<file path="src/rtl/ccff_loader.sv">
// Serial loader for a configuration flip-flop chain: accepts bitstream bytes,
// shifts CHAIN_LEN bits MSB-first into the chain head and tracks tail parity.
module ccff_loader #(
  parameter int CHAIN_LEN = 128
) (
  input  logic       prog_clk,
  input  logic       reset_n,
  input  logic       start,
  input  logic       abort,
  input  logic [7:0] cfg_data,
  input  logic       cfg_valid,
  output logic       cfg_ready,
  output logic       ccff_head,
  output logic       chain_en,
  input  logic       ccff_tail,
  output logic       busy,
  output logic       done,
  output logic       tail_parity
);

  localparam int NBYTES = (CHAIN_LEN + 7) / 8;
  localparam int CW     = ($clog2(CHAIN_LEN + 1) > 4) ? $clog2(CHAIN_LEN + 1) : 4;
  localparam int BW     = $clog2(NBYTES + 1);
  localparam logic [CW-1:0] LEN = CW'(CHAIN_LEN);
  localparam logic [BW-1:0] NB  = BW'(NBYTES);

  typedef enum logic [1:0] {
    IDLE,
    LOAD,
    DONE
  } state_t;

  state_t          state, state_nxt;
  logic [7:0]      shreg;
  logic [3:0]      bits_rem;
  logic [CW-1:0]   shifted;
  logic [BW-1:0]   nbytes_acc;
  logic            parity;
  logic            accept;
  logic [CW-1:0]   remaining;
  logic [3:0]      load_bits;

  always_comb begin
    chain_en  = (state == LOAD) && (bits_rem != 4'd0) && !abort;
    ccff_head = chain_en & shreg[7];
    cfg_ready = (state == LOAD) && (bits_rem <= 4'd1) && (nbytes_acc < NB) && !abort;
    accept    = cfg_valid && cfg_ready;
    // bits_rem is 0 or 1 when a byte is accepted; a pending 1 shifts this cycle
    remaining = LEN - shifted - CW'(bits_rem);
    load_bits = (remaining > CW'(8)) ? 4'd8 : remaining[3:0];
    busy      = (state == LOAD);
    done      = (state == DONE);
    tail_parity = parity;

    state_nxt = state;
    case (state)
      IDLE: if (start) state_nxt = LOAD;
      LOAD: begin
        if (abort)                                  state_nxt = IDLE;
        else if (chain_en && shifted == LEN - CW'(1)) state_nxt = DONE;
      end
      DONE:    state_nxt = IDLE;
      default: state_nxt = IDLE;
    endcase
  end

  always_ff @(posedge prog_clk or negedge reset_n) begin
    if (!reset_n) begin
      state      <= IDLE;
      shreg      <= '0;
      bits_rem   <= '0;
      shifted    <= '0;
      nbytes_acc <= '0;
      parity     <= 1'b0;
    end else begin
      state <= state_nxt;
      if (state == IDLE && start) begin
        shreg      <= '0;
        bits_rem   <= '0;
        shifted    <= '0;
        nbytes_acc <= '0;
        parity     <= 1'b0;
      end else if (state == LOAD && !abort) begin
        if (chain_en) begin
          parity  <= parity ^ ccff_tail;
          shifted <= shifted + CW'(1);
        end
        // a new byte replaces the register while its predecessor's last bit leaves
        if (accept) begin
          shreg      <= cfg_data;
          bits_rem   <= load_bits;
          nbytes_acc <= nbytes_acc + BW'(1);
        end else if (chain_en) begin
          shreg    <= {shreg[6:0], 1'b0};
          bits_rem <= bits_rem - 4'd1;
        end
      end
    end
  end

endmodule

</file>
<file path="config.mk">
export PLATFORM = sky130hd
export DESIGN_NAME = ccff_loader
export DESIGN_NICKNAME = d
export VERILOG_FILES = /design/src/rtl/ccff_loader.sv
export SDC_FILE = /design/constraint.sdc
export NUM_CORES = 1
export LEC_CHECK = 0
export CAP_MARGIN = 10
export CORE_ASPECT_RATIO = 1.4
export CORE_MARGIN = 2
export CORE_UTILIZATION = 55
export CTS_CLUSTER_DIAMETER = 50
export DETAILED_ROUTE_END_ITERATION = 10
export GPL_TIMING_DRIVEN = 0
export PLACE_DENSITY = 0.85
export SYNTH_ARGS = -nofsm -noshare
export SYNTH_HDL_FRONTEND = slang
export SYNTH_SLANG_ARGS = --single-unit
</file>
<file path="constraint.sdc">
create_clock -name prog_clk -period 3 [get_ports prog_clk]
set_input_delay 0.3 -clock prog_clk [delete_from_list [all_inputs] [get_ports prog_clk]]
set_output_delay 0.3 -clock prog_clk [all_outputs]
set_load 0.1 [all_outputs]
</file>
# After elaboration in Yosys (flattened, before gate mapping)
# Cells that the tools add are included.
[totals] reg_bits=28 in_bits=14 out_inout_bits=6 wordCells=63
[classes] addsub=5 n_lt_le_gt_ge=3 n_eq_ne=5 mux=22 n_bitwise=2 reduce_logical=20
[op_table] op="$mux 8" count=7
[op_table] op="$mux 4" count=5
[op_table] op="$mux 5" count=3
[op_table] op="$logic_and 1x1->1" count=9
[op_table] op="$add 8x1->8 const B" count=1
[op_table] op="$eq 8x7->1 const B" count=1
[op_table] op="$gt 8x4->1 const B" count=1
[op_table] op="$reduce_and 2->1" count=4
[op_table] op="$sub 8x4->8" count=1
[op_table] op="$sub 8x8->8 const A" count=1
[op_table] op="$mux 2" count=3
[op_table] op="$reduce_bool 2->1" count=3
[op_table] op="$add 5x1->5 const B" count=1
[op_table] op="$lt 5x5->1 const B" count=1
[op_table] op="$le 4x1->1 const B" count=1
[op_table] op="$pmux 2 s2" count=1
[op_table] op="$reduce_bool 4->1" count=1
[op_table] op="$sub 4x1->4 const B" count=1
[op_table] op="$mux 1" count=3
[op_table] op="$ne 3x2->1 const B" count=1
[op_table] op="$reduce_bool 3->1" count=1
[op_table] op="$eq 2x1->1 const B" count=1
[op_table] op="$eq 2x2->1 const B" count=1
[op_table] op="$logic_not 2->1" count=1
[op_table] op="4 further kinds" count=4

# Depth between registers and ports, before layout
[depth] ltp_word=8 ltp_mapped=9 mapped_depth_nobuf=9

# Worst setup path after synthesis
# OpenSTA, ideal clock, no wires.
[synth_timing] kind="flip-flop to output port" start="register state[1]" end="output port ccff_head" t_arrival_ns=2.276 t_required_ns=2.700 slack_ns=0.424 stages_incl_launch_ff=6 path_buffers=2 path_cell_list="dfrtp_1 -> or3b_1 -> buf_6 -> a21oi_4 -> buf_6 -> and2_1"
[synth_between] elab_chain_len=4
[synth_rtl] element="start, declared" line_no="33" rtl="state_t state, state_nxt;"
[synth_rtl] element="start signal, assigned" line_no="76" rtl="state <= state_nxt;"
[synth_rtl] element="$eq 2x1->1" line_no="44" rtl="chain_en = (state == LOAD) && (bits_rem != 4'd0) && !abort;"
[synth_rtl] element="$logic_and 1x1->1 (2 in a row)" line_no="44"
[synth_rtl] element="via chain_en" line_no="14" rtl="output logic chain_en,"
[synth_rtl] element="$and 1x1->1" line_no="45" rtl="ccff_head = chain_en & shreg[7];"
[synth_rtl] element="end, declared" line_no="13" rtl="output logic ccff_head,"
# The timed path passes the listed nets, and every way through them passes these cells.

# Worst setup path in the final report
[layout_timing] start="input port abort" end="output port ccff_head"
[layout_between] elab_chain_len=3
[layout_rtl] element="start, declared" line_no="9" rtl="input logic abort,"
[layout_rtl] element="$logic_not 1->1" line_no="44"
[layout_rtl] element="$logic_and 1x1->1" line_no="44"
[layout_rtl] element="$and 1x1->1" line_no="45"
# No other way between the ends.

==> results.py <==
metrics = {
    "yosys": {
        "ys_seq_area_share_pct": 37.7,
        "synth.distinct_cells": 40,
        "ys_async_sr_fraction_pct": 100,
        "syn-cell-area_um2": 1860,
        "synth_fp_nets": 223,
        "ys_seq_elements": 28,
        "synth_cells": 190,
        "ys.warnings.count": 0,
        "avgSynthCellArea_um2": 9.77,
        "ys.flop_type": "dfrtp_1",
        "synth_edf_count": 0,
    },
    "drt": {
        "avgRoutedWirePerCell_um": 15.1,
        "postRouteAntennaNets": 0,
        "totalWireLength_mm": 3.80,
        "dr.first_iter.drc_count": 22,
        "firstDrtPassIters": 4,
        "vias_per_cell": 5.63,
        "vias": 1419,
        "drc": 0,
    },
    "run": {
        "max_cap_viol_count": 0,
    },
    "floorplanning": {
        "die_x_um": 53.1,
        "start_util_pct": 56.0,
        "core_um2": 3320,
        "rows": 25,
        "die_h_um": 72.8,
        "num_io_pins": 20,
        "dieArea_um2": 3860,
    },
    "place": {
        "place_inst": 249,
        "dp_hpwl_mm": 2.98,
        "io_buffers": 19,
        "gp_congestion": 0.800,
    },
    "timing": {
        "period_needed_ps": 2810,
        "finalCritPeriodShare_pct": 93.6,
        "rsz0062_at_grt": "false",
        "finalClockSkew_ps": 5.00,
        "max_clock_freq_ghz": 0.356,
        "slew_viol_final": 0,
        "slew_headroom_pct": 35.1,
        "finalSetupViolations": 0,
        "tightestPinTransition_ps": 970,
        "holdWs_ps": 34.9,
        "finalHoldViolCount": 0,
    },
    "global_route": {
        "grt_max_degree": 29,
        "grt_pass1_vias": 1445,
        "antenna_found_initial": 0,
        "grt-ovfl-total": 0,
        "grt_use_total_pct": 21.6,
        "grt_pass1_wl_mm": 6.27,
    },
    "setup_path": {
        "worst-path-buf-inv": 4,
        "path_class": "in -> out",
        "cpMostUsedCell": "buf_6",
        "arrival_ps": 2510,
        "crit_chain": "clkdlybuf4s50_1 -> or3b_1 -> buf_6 -> a21oi_4 -> buf_6 -> and2_1 -> clkdlybuf4s15_2",
        "worstPathRequired_ps": 2700,
        "cp-start-kind": "primary input",
        "crit_path_top_delay_cell": "clkdlybuf4s15_2",
        "path_delay_family": "buffers and inverters",
        "end_kind": "primary output",
        "worst_path_largest_cell_delay_ps": 550,
        "crit_fanout": 10,
    },
    "pwr": {
        "vdd_drop_max_v": 0.000484,
        "power_mw": 1.67,
        "p_per_area_nw_per_um2": 784,
        "power.leakage_nw": 0.982,
    },
    "cts": {
        "cts_buffers": 3,
        "cts.hold.buffers_added": 0,
        "cts_buffer_depth": 2,
        "clock_latency_ps": 270,
        "cts-root-buf": "clkbuf_8",
        "post_cts_buffers": 0,
        "clk_pin_slew_ps": 90,
        "clock-sinks": 28,
        "htreeDepth": 1,
        "cts_tree": "yes",
    },
    "layout": {
        "utilization_pct": 64.3,
        "layout.cells.non_filler": 252,
        "diodes": 0,
        "nNetsFinal": 247,
        "nFillCells": 249,
        "drive_gt1_share_pct": 7.08,
        "synthToLayoutAreaGrowth_pct": 14.8,
    },
    "min_path": {
        "min_path_type": "in -> async",
    },
    "status": {
        "status": "completed",
    },
}
==> metal layers <==
| layer | vias up | routed length, um | GRT usage [%] |
|---|---|---|---|
| met4 | 0 | 92 | 9.69 |
| met3 | 9 | 46 | 1.02 |
| met5 | - | 0 | 0 |
| li1 | 705 | - | - |
| met2 | 17 | 2080 | 39.3 |
| met1 | 688 | 1580 | 25.5 |
==> through the flow <==
step           instance area (um^2)  setup WS, ps  setup TNS (ps)
6_report                       2130           192               0
5_1_grt                        2130          86.0               0
4_1_cts                        2140          20.8               0
3_5_place_dp                   2100          -404            -686
3_3_place_gp                   2100          -371            -625
2_1_floorplan                  1860           424               0
==> flip-flops by register name, indices dropped and copies added, names as in the netlist <==
signal,cells
shifted,8
state,2
shreg,8
tail_parity,1
nbytes_acc,5
bits_rem,4
==> path summary, 6_finish.rpt <==
| path | from | to | slack [ps] | depth (start not counted) |
|---|---|---|---|---|
| setup / recovery | abort | ccff_head | 190 | 7 |
| hold / removal | reset_n | state[0]$_DFFE_PN0P_ | 30 | 1 |
| setup reg to reg | shifted[1]$_DFFE_PN0P_ | bits_rem[1]$_DFFE_PN0P_ | 480 | 9 |
| hold reg to reg | nbytes_acc[4]$_DFFE_PN0P_ | nbytes_acc[4]$_DFFE_PN0P_ | 510 | 2 |
| max in group asynchronous | reset_n | shreg[5]$_DFFE_PN0P_ | 2560 | 1 |
| min in group prog_clk | nbytes_acc[4]$_DFFE_PN0P_ | nbytes_acc[4]$_DFFE_PN0P_ | 510 | 2 |
==> worst register-to-register path: cells and delay by family, from the launching register on <==
family	cells	cell delay (ps)
buf+inv	1	40
xor+xnor	1	350
flops	1	430
compound gates	4	660
fa+ha+maj	3	940
==> layout make-up <==
type / count / area (um^2) / area share [%]
Sequential cell: 28 / 701 / 32.9
Clock buffer: 3 / 41.3 / 1.94
Inverter: 16 / 60.1 / 2.82
Timing Repair Buffer: 19 / 184 / 8.63
Buffer: 6 / 42.5 / 2.00
Multi-Input combinational cell: 140 / 1050 / 49.4
Tap cell: 40 / 50.0 / 2.35
==> layout by cell type, fill, tap and decap left out, drive strengths merged, types with 2 or more instances in the layout <==
master	Yosys	final
nand4	3	3
inv	16	16
nor3	2	2
clkdlybuf4s50	0	15
buf	4	5
a21o	2	2
and2	4	4
mux2i	10	10
dfrtp	28	28
a21oi	5	5
a211oi	10	10
nor2	24	24
o31ai	5	5
o21bai	2	2
nand2b	2	2
nand3	4	4
o21ai	4	4
a211o	2	2
ha	18	18
clkbuf	2	6
xor2	5	5
nand2	15	15
xnor2	10	10
==> cell usage after synthesis, types with 2 or more instances <==
library cell  number  area, um^2
dfrtp_1           28         701
nor2_1            24        90.1
ha_1              18         225
inv_1             16        60.1
nand2_1           14        52.6
a211oi_1          10        75.1
mux2i_1           10         100
xnor2_1           10        87.6
o31ai_1            5        37.5
xor2_1             5        43.8
a21oi_1            4        20.0
and2_1             4        25.0
nand3_1            4        20.0
o21ai_0            4        20.0
nand4_1            3        18.8
a211o_1            2        17.5
a21o_1             2        15.0
buf_6              2        22.5
clkbuf_1           2        7.51
nand2b_1           2        12.5
o21bai_1           2        15.0
==> timing repair <==
| item | CTS | global route |
|---|---|---|
| pin swaps | 0 | 0 |
| endpoints found under the hold margin | 0 | 0 |
| setup endpoints to repair | 2 | 2 |
| gates resized for setup | 5 | 2 |
==> logic make-up (layout without fill, tap and decap cells) <==
group	count (synthesis)	count (layout)	synth area share, %
buffers and inverters	22	44	5.53
multiplexers	10	10	5.39
flip-flops	28	28	37.7
AND/OR/NAND/NOR	61	61	16.8
AO/OA/AOI/OAI	35	35	14.2
adder cells (fa/ha/maj)	19	19	13.2
XOR/XNOR	15	15	7.08
==> power breakdown <==
group	total, mW	switching, mW	internal, mW
clock network	0.199	0.109	0.0901
logic	0.942	0.570	0.372
registers	0.529	0.0687	0.461
Power figures use the tool's default switching activity.
==> edit 1 (same flow settings) <==
The parameter `CHAIN_LEN` goes from 128 to 256.
--- a/src/rtl/ccff_loader.sv
+++ b/src/rtl/ccff_loader.sv
@@ -1,7 +1,7 @@
 // Serial loader for a configuration flip-flop chain: accepts bitstream bytes,
 // shifts CHAIN_LEN bits MSB-first into the chain head and tracks tail parity.
 module ccff_loader #(
-  parameter int CHAIN_LEN = 128
+  parameter int CHAIN_LEN = 256
 ) (
   input  logic       prog_clk,
   input  logic       reset_n,
Function: same outputs for any inputs over 10 cycles, from zero or initial values and one cycle with reset_n low; that may be too few to reach the edited logic, so the function may still have changed.
==> edit 1 against the unedited design <==
- register-to-register slack got worse by 110 ps
- largest cell class unchanged
- worst setup slack worse by 60 ps
- die area is 12% higher
- power increased by 22%
- final area grew 17%
- synthesized cell count rose by 20%
- sequential cell count is 2 higher
- sequential share of layout area is 2.8 points lower
- area after synthesis grew 12%
- wire length is 19% higher
- count of clock-buffer cells in the layout rose by 3
- combinational power up 6%
==> edit 1: results (changes against the unedited design) <==
[detailed_routing]
met1Wirelength_um=1800  ; +14%
wl_per_cell_um=15.2  ; +0.88%
met2_length_um=2490  ; +20%
wl_met3_um=144  ; +210%
drt-initial-drc-count=30  ; +36%
vias=1707  ; +20%

[synth]
synth_fa_ha_area_share_pct=12.9  ; -0.27 points
synth.area.top_cells=dfrtp_1 36%, ha_1 12%, nor2_1 4.0%
synth-compound-area-share_pct=15.2  ; +1.0 points
yosys-top-cells-count=30 x dfrtp_1, 22 x nor2_1, 20 x ha_1, 20 x nand2_1, 18 x inv_1
muxShareOfSynthArea_pct=3.83  ; -1.6 points
avgSynthCellArea_um2=9.16  ; -6.3%
ys_seq_area_share_pct=35.9  ; -1.8 points
syn_nets=263  ; +18%
synth_cell_types=45  ; +13%
synth_xor_area_share_pct=6.65  ; -0.42 points

[grt]
grt_use_met1_pct=26.7  ; +1.2 points
grt_pass1_vias=1775  ; +23%
use_met2_pct=44.1  ; +4.8 points
grt_max_degree=20  ; -31%
grtUsageTotal_pct=24.0  ; +2.3 points
gr-usage-met3_pct=4.72  ; +3.7 points

[power_and_ir_drop]
leakagePower_nw=1.16  ; +19%
pwr.group.clock_mw=0.509  ; +160%
comb_power_mw=1.00  ; +6%
cell_internal_pwr_mw=1.22  ; +33%
p_comb_share_pct=49.2  ; -7.2 points

[final_layout]
final_common_cell=dfrtp_1
final_nets=290  ; +17%
final_layout_size_suffix_gt1_share_pct=8.59  ; +1.5 points
fillCellCount=275  ; +10%
reg_top3=shifted x9, shreg x8, nbytes_acc x6

[setup_path]
worstPathArrival_ps=2570  ; +60 ps
cp_slowest_stage_delay_ps=1140  ; +590 ps

[cts]
cts-resized-gates=1  ; -4
clock_latency_ps=290  ; +20 ps
cts_buffers=5  ; +2
cts_setup_buffers=0  ; unchanged
clk_pin_slew_worst_paths_ps=60  ; -30 ps
cts_htree_levels=2  ; +1

[sta]
max-slew-margin-rel_pct=34.8  ; -0.33 points
fin_worst_skew_ps=6.25  ; +1.25 ps

[place]
gp_congestion=0.846  ; +5.7%
dp_hpwl_um=3450  ; +16%
place_worst_setup_slack_ps=51.2  ; +455 ps
dpl-instance-area_um2=2360  ; +12%

[status]
status=completed

edit 1: cell type report:
cell class | count | area (um^2) | area share [%]
Sequential cell | 30 | 751 | 30.0
Timing Repair Buffer | 20 | 216 | 8.66
Clock buffer | 6 | 82.6 | 3.30
Inverter | 18 | 67.6 | 2.70
Multi-Input combinational cell | 173 | 1230 | 49.1
Clock inverter | 2 | 60.1 | 2.40
Tap cell | 42 | 52.6 | 2.10
Buffer | 7 | 42.5 | 1.70
edit 1: worst paths after layout:
kind / from / end / slack [ps] / cells past startpoint
worst max-delay path: bits_rem[0] / cfg_ready / 130 / 5
worst min-delay path: reset_n / shreg[5] / 400 / 1
worst max register to register: shifted[1] / bits_rem[3] / 370 / 10
worst min register to register: shreg[6] / shreg[6] / 510 / 2
max in group asynchronous: reset_n / shreg[1] / 2080 / 2
min in group prog_clk: shreg[6] / shreg[6] / 510 / 2
==> edit 2 (same flow settings) <==
Without the edit above. Re-encode `state_t` (3 states) as one-hot, 3 bits wide.
--- a/src/rtl/ccff_loader.sv
+++ b/src/rtl/ccff_loader.sv
@@ -24,10 +24,10 @@
   localparam logic [CW-1:0] LEN = CW'(CHAIN_LEN);
   localparam logic [BW-1:0] NB  = BW'(NBYTES);
 
-  typedef enum logic [1:0] {
-    IDLE,
-    LOAD,
-    DONE
+  typedef enum logic [2:0] {
+    IDLE = 3'b001,
+    LOAD = 3'b010,
+    DONE = 3'b100
   } state_t;
 
   state_t          state, state_nxt;
Behaviour: same outputs for any inputs over 10 cycles, from zero or initial values and one cycle with reset_n low; not proved beyond that.
==> edit 2 against the unedited design <==
- worst setup slack lost 130 ps
- core utilization grew 6.0 points
- area after synthesis grew 3.3%
- power shrank 1.8%
- clock skew grew 3.9 ps
- final area grew 10%
- wire length grew 13%
- sequential cell count grew 1
- largest cell class unchanged
- largest power group unchanged
- highest routed layer unchanged
==> edit 2: results (changes against the unedited design) <==
[power_and_ir_drop]
irDropWorstVdd_mv=0.823  ; +70%
p_comb_share_pct=48.2  ; -8.2 points
leakagePower_nw=1.06  ; +7.8%
sw_frac_of_total_pct=39.8  ; -5.0 points
p_seq_share_pct=29.6  ; -2.1 points
pg_seq_mw=0.485  ; -8.3%

[synth]
synth_xor_area_share_pct=5.94  ; -1.1 points
synth_fa_ha_area_share_pct=12.8  ; -0.42 points
ys.flop_type=dfrtp_1
synth-compound-area-share_pct=12.6  ; -1.6 points
synth_cell_types=45  ; +13%
ys_seq_area_share_pct=37.9  ; +0.16 points
netlist_instances=192  ; +1.1%
syn_nets=225  ; +0.90%
synth.area.top_cells=dfrtp_1 37%, ha_1 12%, xnor2_1 4.1%
yosys-top-cells-count=28 x dfrtp_1, 18 x ha_1, 18 x nor2_1
synth_top_family_by_area=simple AND/OR/NAND/NOR gates
synthArstFlopShare_pct=100  ; unchanged
muxShareOfSynthArea_pct=3.65  ; -1.7 points

[setup_path]
timing.rr.end=bits_rem[3]
cp_slowest_stage_delay_ps=620  ; +70 ps
cp_max_fo=7  ; -3
r2r_setup_slack_ps=130  ; -350 ps
crit_path_top_delay_cell=or4b_2
r2r-start=shifted[1]
worstPathArrival_ps=2640  ; +130 ps
reg2regPathDepth=9  ; unchanged

[sta]
tightest_slew_ps=961  ; -9.44 ps
fin_worst_skew_ps=8.91  ; +3.92 ps
fin_hold_ws_ps=400  ; +365 ps

[final_layout]
diodes=0  ; unchanged
reg_top3=shifted x8, shreg x8, nbytes_acc x5
fillCellCount=252  ; +1.2%
final_layout_size_suffix_gt1_share_pct=17.0  ; +10 points

[detailed_routing]
vias=1557  ; +9.7%
routed_wl_um=4290  ; +13%
via_per_inst=5.92  ; +5.1%
drtPass1Iterations=4  ; unchanged
drt-initial-drc-count=35  ; +59%

[cts]
clk_pin_slew_worst_paths_ps=70  ; -20 ps
clock_latency_ps=290  ; +20 ps
cts_htree_levels=2  ; +1
clock-root-buffer=clkbuf_8
cts_setup_buffers=1  ; +1
cts-resized-gates=8  ; +3
cts_buffers=5  ; +2
clock_path_buffers=2  ; unchanged

[grt]
grtUsageTotal_pct=24.3  ; +2.7 points
grt_max_degree=20  ; -31%
grt_pass1_wl_um=6930  ; +11%

[place]
dpl-instance-area_um2=2190  ; +4.5%
place_worst_setup_slack_ps=-492  ; -87.9 ps
gp_congestion=0.763  ; -4.6%
io_buffers=19  ; unchanged
dp_hpwl_um=3140  ; +5.4%
dp.cells=252  ; +1.2%

[status]
status=completed

[edit 2: cell count changes in the layout (fill, tap and decap cells not counted), sizes merged, moves of 4 or more]
cell    delta
nor3b      +4
o21ai      +8
a211oi     -9
clkbuf     +6
nor2       -5
nand3      +6
[edit 2: cell families (layout without fill, tap and decap cells)]
| logic type | Yosys count | in the layout |
|---|---|---|
| adder cells (fa/ha/maj) | 19 | 19 |
| flip-flops | 29 | 29 |
| AO/OA/AOI/OAI | 33 | 33 |
| XOR/XNOR | 13 | 13 |
| AND/OR/NAND/NOR | 70 | 70 |
| buffers and inverters | 21 | 52 |
| multiplexers | 7 | 7 |
[edit 2: cell type report]
class / count / area [um^2] / area share [%]
Inverter: 14 / 52.6 / 2.23
Clock inverter: 1 / 5.00 / 0.213
Tap cell: 40 / 50.0 / 2.13
Clock buffer: 7 / 96.3 / 4.09
Sequential cell: 29 / 729 / 31.0
Buffer: 7 / 35.0 / 1.49
Timing Repair Buffer: 23 / 243 / 10.3
Multi-Input combinational cell: 142 / 1140 / 48.5
[edit 2: worst max path at each step]
| stage | slack [ps] | cells after the start | start | to |
|---|---|---|---|---|
| 2_1_floorplan | 50 | 1 | state[2] | done |
| 3_3_place_gp | -480 | 6 | abort | ccff_head |
| 3_5_place_dp | -490 | 6 | abort | ccff_head |
| 4_1_cts | 6 | 9 | bits_rem[1] | bits_rem[3] |
| 5_1_grt | 6 | 5 | state[2] | ccff_head |
| 6_report | 60 | 6 | abort | ccff_head |
[edit 2: per-layer routing]
layer	track usage (%)	vias up	wire length, um
li1	-	740	-
met1	24.9	775	1670
met2	44.3	30	2390
met3	5.28	12	119
met4	12.3	0	106
met5	0	-	0
